==> src/rtl/nexys_starship_damage_gen.sv <==
// ---------------------------------------------------------------------------
// nexys_starship_damage_gen
//
// Purpose: drives random "damage" events into the four starship repair units.
// After a pseudo-random number of game-timer ticks, it picks an unbroken unit
// and raises that unit's strobe together with a repair combo. It then waits
// for the unit to report itself broken, or for a timeout, before arming the
// next countdown.
//
// Handshake (strobe / acknowledge):
//   rand_strobe[i] is the request and broken_vec[i] is the acknowledge. The
//   strobe is asserted from the edge that enters FIRE and held, together with
//   a stable random_hex, until one of these happens:
//     - broken_vec[target] is sampled high. The strobe drops on that edge and
//       the break is counted.
//     - ACK_TIMEOUT Clk cycles pass without acknowledge. The strobe drops and
//       the break is not counted.
//     - gameover_ctrl or Reset is asserted.
//   At most one strobe bit is ever high.
//
// Ports:
//   Clk            system clock
//   Reset          synchronous active-high reset
//   timer_tick     one-cycle pulse at the game-timer rate
//   play_flag      game start request (honoured in IDLE)
//   gameover_ctrl  game end; aborts ARMED/FIRE back to IDLE
//   broken_vec     {down, up, right, left} broken flags from the repair units
//   rand_strobe    one-hot break request, same bit order as broken_vec
//   random_hex     repair combo for the strobed unit (never 0)
//   damage_count   acknowledged breaks this game, saturating at 255
//   all_broken     registered (broken_vec == 4'hF)
//   dbg_state      current FSM state (0 IDLE, 1 ARMED, 2 FIRE)
//
// Build option:
//   DAMAGE_GEN_ESCALATE_EN  When defined, the countdown base shrinks as
//                           damage accumulates:
//                           max(2, BASE_TICKS - damage_count[7:3]).
//                           When undefined, the base is always BASE_TICKS.
// ---------------------------------------------------------------------------
module nexys_starship_damage_gen #(
  parameter int unsigned BASE_TICKS  = 8,
  parameter int unsigned ACK_TIMEOUT = 8,
  parameter logic [15:0] LFSR_SEED   = 16'hACE1
) (
  input  logic       Clk,
  input  logic       Reset,
  input  logic       timer_tick,
  input  logic       play_flag,
  input  logic       gameover_ctrl,
  input  logic [3:0] broken_vec,
  output logic [3:0] rand_strobe,
  output logic [3:0] random_hex,
  output logic [7:0] damage_count,
  output logic       all_broken,
  output logic [1:0] dbg_state
);

  typedef enum logic [1:0] {
    S_IDLE  = 2'd0,
    S_ARMED = 2'd1,
    S_FIRE  = 2'd2
  } state_t;

  localparam int FW = (ACK_TIMEOUT > 1) ? $clog2(ACK_TIMEOUT) : 1;
  localparam logic [FW-1:0] FIRE_LAST = FW'(ACK_TIMEOUT - 1);

  state_t        state_q, state_d;
  logic [15:0]   lfsr_q, lfsr_d;
  logic [7:0]    tick_q, tick_d;
  logic [1:0]    target_q, target_d;
  logic [3:0]    strobe_q, strobe_d;
  logic [3:0]    hex_q, hex_d;
  logic [7:0]    count_q, count_d;
  logic          allb_q, allb_d;
  logic [FW-1:0] fire_q, fire_d;

  logic [7:0]    count_inc;
  logic [7:0]    base;
  logic [7:0]    reload;
  logic [1:0]    pick;
  logic [3:0]    hex_pick;

  // Saturating increment for the damage counter.
  assign count_inc = (count_q == 8'hFF) ? 8'hFF : count_q + 8'd1;

`ifdef DAMAGE_GEN_ESCALATE_EN
  // The base uses the count that takes effect on the reload edge:
  // 0 on game start, the incremented count on acknowledge, and the
  // unchanged count on timeout.
  logic [7:0] count_rl;
  int         base_i;

  always_comb begin
    count_rl = count_q;
    if (state_q == S_IDLE) begin
      count_rl = 8'd0;
    end else if (state_q == S_FIRE && broken_vec[target_q]) begin
      count_rl = count_inc;
    end
  end

  always_comb begin
    base_i = int'(BASE_TICKS) - int'(count_rl[7:3]);
    if (base_i < 2) begin
      base_i = 2;
    end
    base = 8'(base_i);
  end
`else
  assign base = 8'(BASE_TICKS);
`endif

  // The tick loaded on a reload edge replaces the countdown, so a timer_tick
  // arriving on that same edge has no effect.
  assign reload = base + {4'b0000, lfsr_q[3:0]};

  // Target search. Start at candidate lfsr[5:4] and take the first unbroken
  // unit at offsets 0..3, wrapping mod 4. The loop runs from the highest
  // offset down so that the smallest offset is assigned last and wins.
  always_comb begin
    pick = lfsr_q[5:4];
    for (int k = 3; k >= 0; k--) begin
      if (!broken_vec[lfsr_q[5:4] + 2'(k)]) begin
        pick = lfsr_q[5:4] + 2'(k);
      end
    end
  end

  // A zero combo is not a valid repair code, so it is replaced by 4'hF.
  assign hex_pick = (lfsr_q[11:8] == 4'h0) ? 4'hF : lfsr_q[11:8];

  always_comb begin
    state_d  = state_q;
    tick_d   = tick_q;
    target_d = target_q;
    strobe_d = strobe_q;
    hex_d    = hex_q;
    count_d  = count_q;
    fire_d   = fire_q;
    allb_d   = (broken_vec == 4'hF);
    // Galois LFSR, mask 16'hB400, shifting right. It runs in every state.
    lfsr_d   = {1'b0, lfsr_q[15:1]} ^ (lfsr_q[0] ? 16'hB400 : 16'h0000);

    unique case (state_q)
      S_IDLE: begin
        strobe_d = 4'b0000;
        if (play_flag) begin
          state_d = S_ARMED;
          count_d = 8'd0;
          tick_d  = reload;
        end
      end

      S_ARMED: begin
        strobe_d = 4'b0000;
        if (gameover_ctrl) begin
          state_d = S_IDLE;
        end else if (tick_q != 8'd0) begin
          if (timer_tick) begin
            tick_d = tick_q - 8'd1;
          end
        end else if (broken_vec != 4'hF) begin
          // When every unit is already broken, the block waits here with
          // the countdown at zero until some unit is repaired.
          state_d  = S_FIRE;
          target_d = pick;
          strobe_d = 4'b0001 << pick;
          hex_d    = hex_pick;
          fire_d   = '0;
        end
      end

      S_FIRE: begin
        if (gameover_ctrl) begin
          state_d  = S_IDLE;
          strobe_d = 4'b0000;
        end else if (broken_vec[target_q]) begin
          state_d  = S_ARMED;
          strobe_d = 4'b0000;
          count_d  = count_inc;
          tick_d   = reload;
        end else if (fire_q == FIRE_LAST) begin
          state_d  = S_ARMED;
          strobe_d = 4'b0000;
          tick_d   = reload;
        end else begin
          fire_d = fire_q + FW'(1);
        end
      end

      default: begin
        state_d  = S_IDLE;
        strobe_d = 4'b0000;
      end
    endcase
  end

  always_ff @(posedge Clk) begin
    if (Reset) begin
      state_q  <= S_IDLE;
      lfsr_q   <= LFSR_SEED;
      tick_q   <= 8'd0;
      target_q <= 2'd0;
      strobe_q <= 4'b0000;
      hex_q    <= 4'h0;
      count_q  <= 8'd0;
      allb_q   <= 1'b0;
      fire_q   <= '0;
    end else begin
      state_q  <= state_d;
      lfsr_q   <= lfsr_d;
      tick_q   <= tick_d;
      target_q <= target_d;
      strobe_q <= strobe_d;
      hex_q    <= hex_d;
      count_q  <= count_d;
      allb_q   <= allb_d;
      fire_q   <= fire_d;
    end
  end

  assign rand_strobe  = strobe_q;
  assign random_hex   = hex_q;
  assign damage_count = count_q;
  assign all_broken   = allb_q;
  assign dbg_state    = state_q;

endmodule

==> config.mk <==
export PLATFORM = sky130hd
export DESIGN_NAME = nexys_starship_damage_gen
export DESIGN_NICKNAME = d
export VERILOG_FILES = /design/src/rtl/nexys_starship_damage_gen.sv
export SDC_FILE = /design/constraint.sdc
export NUM_CORES = 1
export LEC_CHECK = 0
export BUFFER_PORTS_ARGS = -buffer_cell sky130_fd_sc_hd__buf_2
export CAP_MARGIN = 20
export CORE_ASPECT_RATIO = 1.75
export CORE_MARGIN = 2
export CORE_UTILIZATION = 40
export DETAILED_ROUTE_END_ITERATION = 10
export GPL_TIMING_DRIVEN = 0
export PLACE_DENSITY = 0.56
export REMOVE_ABC_BUFFERS = 1
export SYNTH_ARGS = -nofsm -noshare
export SYNTH_HDL_FRONTEND = slang
export SYNTH_SLANG_ARGS = --single-unit
==> constraint.sdc <==
create_clock -name Clk -period 3 [get_ports Clk]
set_input_delay 0.15 -clock Clk [delete_from_list [all_inputs] [get_ports Clk]]
set_output_delay 0.15 -clock Clk [all_outputs]
set_load 0.01 [all_outputs]
# == Yosys cells after proc, flatten, opt, wreduce, memory -nomap -nowiden ==
# Cells that the tools add are included.
# totals
register_bits,48
latch_bits,0
ramBits,0
mem_bits_ro,0
out_inout_bits,19
word_cells,107
memories,0
# op_classes
n_addsub,7
multipliers,0
div_mod_pow,0
magnitude_cmp,5
eq_ne,20
shifts,1
muxes,51
n_bitwise,3
n_reduce_logical,11
# op_table
operator,n
8-bit 2-to-1 mux,11
4-bit 2-to-1 mux,7
8-bit one-hot mux with 3 select lines,1
2-bit 2-to-1 mux,11
2-bit inequality test (second input constant),10
3-bit 2-to-1 mux,6
16-bit 2-to-1 mux,1
8-bit one-hot mux with 2 select lines,1
15-bit by 16-bit XOR with 16-bit output,1
2-bit by 3-bit < comparator with 1-bit output (second input constant),5
7-bit AND reduction,2
4-bit AND reduction,3
1-bit binary-select mux with 2-bit select,5
3-bit inequality test (second input constant),3
8-bit by 1-bit adder with 8-bit output (second input constant),1
8-bit == test (second input constant),1
4-bit inequality test (second input constant),2
4-bit one-hot mux with 2 select lines,1
8-bit nonzero test,1
8-bit by 1-bit subtractor with 8-bit output (second input constant),1
2-bit one-hot mux with 3 select lines,1
3-bit one-hot mux with 2 select lines,1
4-bit by 4-bit adder with 5-bit output (first input constant),1
1-bit 2-to-1 mux,5
13 further kinds,16

# == Logic depth before layout (Yosys ltp) ==
# depth
depth_word,12
ltp_mapped,8

# == Least setup slack after synthesis ==
# OpenSTA, ideal clock, no wires.
# synth_timing
kind,register to register
startpoint,register fire_q[0]
endpoint,register tick_q[6]
arrival_ps,1602
t_required_ps,2875
setup_slack_ps,1273
path_stages_with_launch,9
path_buffers,1
path_cell_list,dfxtp_1 ha_1 ha_1 and3b_1 a22oi_1 o221ai_2 buf_4 o211ai_1 o31ai_1
# synth_via
elab_chain_len,3
# synth_lines
element,line,source
start: declaration,75,"logic [FW-1:0] fire_q, fire_d;"
start signal: assignment,218,fire_q <= fire_d;
3-bit == test,182,end else if (fire_q == FIRE_LAST) begin
3-bit inequality test (no line),n/a,
7-bit AND reduction (no line),n/a,
end signal: assignment,212,tick_q <= tick_d;
end: declaration,69,"logic [7:0] tick_q, tick_d;"
# No other way between the ends.
# A chain may end at the register's enable or synchronous reset.

# == Worst setup path in the final report ==
# layout_timing
startpoint,"register state_q[1], in the netlist dbg_state[1]"
endpoint,register tick_q[2]
# layout_via
elab_chain_len,3
elab_cells_between_ends,12
# layout_lines
element,line,source
start: declaration,67,"state_t state_q, state_d;"
start signal: assignment,210,state_q <= state_d;
"2-bit == test, or another cell as far along",144,unique case (state_q)
"3-bit inequality test (no line), or another cell as far along",n/a,
7-bit AND reduction (no line),n/a,
# Several ways; a longest one is shown, not always the timed one.

==> parameters.txt <==
Parameter                              Value

Timing
  Slew headroom    54.7%
  Max-slew violation count    0
  Worst hold margin    0.225 ns
  Hold Vio Cnt, Final    0
  Setup repair after global routing missed its margin    false
  Minimum clock period after layout    2.15 ns
  Least-Margin Pin Slew    0.680 ns
  Clock skew after layout    0.00352 ns
  Ratio of final minimum period to clock period    71.6%
  Fmax    465 MHz
  Number of endpoints failing setup at the final stage    0
  Final setup TNS    0 ns

Cells and area
  # nets final    297
  Fill count    541
  Finished Cell Area    2500 um2
  Layout Area Growth over Synthesis    12.9%
  Share of cells above drive strength 1    16.9%
  Core utilization of the finished layout    47.2%
  Total inserted antenna cells    0

Pwr
  VDD IR-drop max    0.000376 V
  Fraction of power consumed by the clock network    32.4%
  Leakage power    0.971 nW
  Combinational group share of total power    18.1%
  Sw power    409 uW
  Net switching share of the total power    28.4%
  Seq pwr share    49.5%
  Cell Pwr Density    575 nW/um2
  Overall power    1.44 mW
  Pint    1.03 mW

Global routing
  Grt ovf    0
  Wire length of the first global-routing pass    8.42 mm
  Number of antenna violations at the first check in global routing    0
  All-Layer GR Usage    17.6%
  Largest net degree at the start of global routing    40
  Vias in the first global route    1810

Synthesis
  Top cells by area in the synthesized netlist    sky130_fd_sc_hd__dfxtp_1 43%, sky130_fd_sc_hd__nor2_1 6.6%, sky130_fd_sc_hd__a21oi_1 4.5%
  Cell with the most instances after synthesis    sky130_fd_sc_hd__dfxtp_1
  Leading post-synthesis cells by instance count    48 x sky130_fd_sc_hd__dfxtp_1, 39 x sky130_fd_sc_hd__nor2_1, 21 x sky130_fd_sc_hd__nand2_1
  Cell type contributing the most total cell area after synthesis    sky130_fd_sc_hd__dfxtp_1
  Flip-flop and latch count after synthesis    48
  Synth Area per Inst    8.49 um2
  Main flop type after synthesis    sky130_fd_sc_hd__dfxtp_1
  Number of flops mapped to enable cells by yosys    0
  Post-Synthesis Cells    261
  Fraction of the yosys area taken by sequential cells    43.3%
  Synth warnings    0
  Ys async rst share    0%
  Post-synthesis cell area    2220 um2
  Number of library cell types mapped by synthesis    48
  Synth top area share    43.3%

Clock network
  Number of buffers added by the clock tree synthesis step    5
  Clock latency of the later-clocked register in the worst-skew pair    0.30 ns
  Number of levels the H-tree was split into    2
  Clock tree from TritonCTS    yes
  Cell at the root of the clock tree    sky130_fd_sc_hd__clkbuf_8
  Clock Pin Slew Worst Setup and Hold Paths    0.09 ns
  Setup repair bufs after CTS    0
  Maximum clock insertion buffer count    2
  Post-CTS resize count    0
  Number of hold-repair buffers added at the cts stage    0
  TritonCTS sink count    48

Detailed routing
  Met1 Wirelength    2.14 mm
  Final wirelength    4.93 mm
  Average detailed-routed wire length per instance    13.8 um
  Met3 routed wirelength    142 um
  Number of nets with antenna violations after detailed routing    0
  Via count normalized by instance count    5.30
  DR DRC count    0
  Vias post-DR    1896
  Number of search-and-repair iterations in the first detailed-routing pass    5
  DRC violation total after the first TritonRoute iteration    73
  Top routing layer used    met4
  Wire length on met2    2.58 mm

Die
  Die height    102 um
  Die X-Extent    60.3 um
  Overall die area    6180 um2
  Io pins    28
  FP Rows    35
  Area of the placeable core    5300 um2
  Starting density of the core    41.8%

Status
  Result of the run    complete, no violations

Worst setup path
  Biggest fanout along the worst timing path    15
  Startpoint Class    flip-flop
  Arr. time, crit path    2.37 ns
  Worst EP required    3.23 ns
  Critical path capture point type    flip-flop
  Critical setup path kind    flip-flop to flip-flop

Placement
  Total cell area at the placement stage    2390 um2
  DPL Wire Length    3.44 mm
  PortBufs    27
  Weighted congestion at the end of routability-driven global placement    0.739

Hold path
  Path category of the worst min-delay check    input port to flip-flop

Flow run
  Maximum capacitance violations    0
[cell type report]
cell class	count	area [um2]	share of cell area (%)
inverter	7	26.3	1.05
sequential	48	961	38.4
clock buffer	5	68.8	2.75
timing repair buffer	27	135	5.40
multi-input combinational	194	1180	47.0
tap	74	92.6	3.70
clock inverter	3	42.5	1.70
[kinds of logic (layout without fill, tap and decap cells)]
| logic type | after synthesis | in the layout | share of synthesized area, % |
|---|---|---|---|
| muxes | 4 | 4 | 2.37 |
| adders and majority gates | 5 | 5 | 2.82 |
| AOI/OAI and AO/OA | 56 | 56 | 16.6 |
| DFF | 48 | 48 | 43.3 |
| buffers and inverters | 19 | 42 | 3.56 |
| xor gates and xnor gates | 3 | 3 | 1.19 |
| and+or+nand+nor | 126 | 126 | 30.1 |
[flip-flops by register name, indices dropped and copies added (netlist names)]
signal and cells:
rand_strobe 4, lfsr_q 16, all_broken 1, target_q 2
damage_count 8, fire_q 3, random_hex 4, dbg_state 2
tick_q 8
[cell usage in the layout (no fill, tap or decap), types with 5 or more instances in the layout]
cell and n:
sky130_fd_sc_hd__a21oi_1 20, sky130_fd_sc_hd__buf_2 27, sky130_fd_sc_hd__clkbuf_8 5, sky130_fd_sc_hd__dfxtp_1 48
sky130_fd_sc_hd__ha_1 5, sky130_fd_sc_hd__inv_1 7, sky130_fd_sc_hd__nand2_1 21, sky130_fd_sc_hd__nand2b_1 6
sky130_fd_sc_hd__nand3_1 9, sky130_fd_sc_hd__nor2_1 39, sky130_fd_sc_hd__nor2b_1 9, sky130_fd_sc_hd__nor3_1 8
sky130_fd_sc_hd__nor4_1 5, sky130_fd_sc_hd__o21ai_0 9, sky130_fd_sc_hd__or2_2 7
[worst max-delay path, cell delays in order (launching register included)]
cell and delay [ns]:
sky130_fd_sc_hd__dfxtp_1 0.61, sky130_fd_sc_hd__nand2b_1 0.53, sky130_fd_sc_hd__nor2_1 0.13, sky130_fd_sc_hd__o221ai_2 0.46, sky130_fd_sc_hd__o21ai_0 0.18, sky130_fd_sc_hd__a21oi_1 0.16
[power by group through the flow]
stage               registers, mW  logic, mW  clock network (mW)
finish                      0.712      0.260               0.467
global route                0.719      0.297               0.514
CTS                         0.713      0.264               0.488
detailed placement          0.727      0.262                   0
global placement            0.727      0.261                   0
floorplan                   0.721      0.192                   0
[metrics by stage]
stage                     worst slack (ns)  instances
after floorplan                       1.23        249
after global placement               0.821        350
after detailed placement             0.842        350
after CTS                            0.811        358
after global routing                 0.525        358
final                                0.851        358
[final timing paths]
check | depth (start not counted) | end | slack [ns] | start
worst min-delay path | 3 | dbg_state[0] | 0.22 | play_flag
worst max-delay path | 5 | tick_q[2] | 0.85 | dbg_state[1]
worst max register to register | 5 | tick_q[2] | 0.85 | dbg_state[1]
worst min register to register | 1 | lfsr_q[5] | 0.41 | lfsr_q[6]
[routing by layer]
layer,vias to the layer above,GRT usage (%)
met5,-,0
met4,0,5.13
met3,5,3.29
met2,34,31.5
met1,890,20.8
li1,967,-
Note: power is estimated with default switching activity, not from simulation.
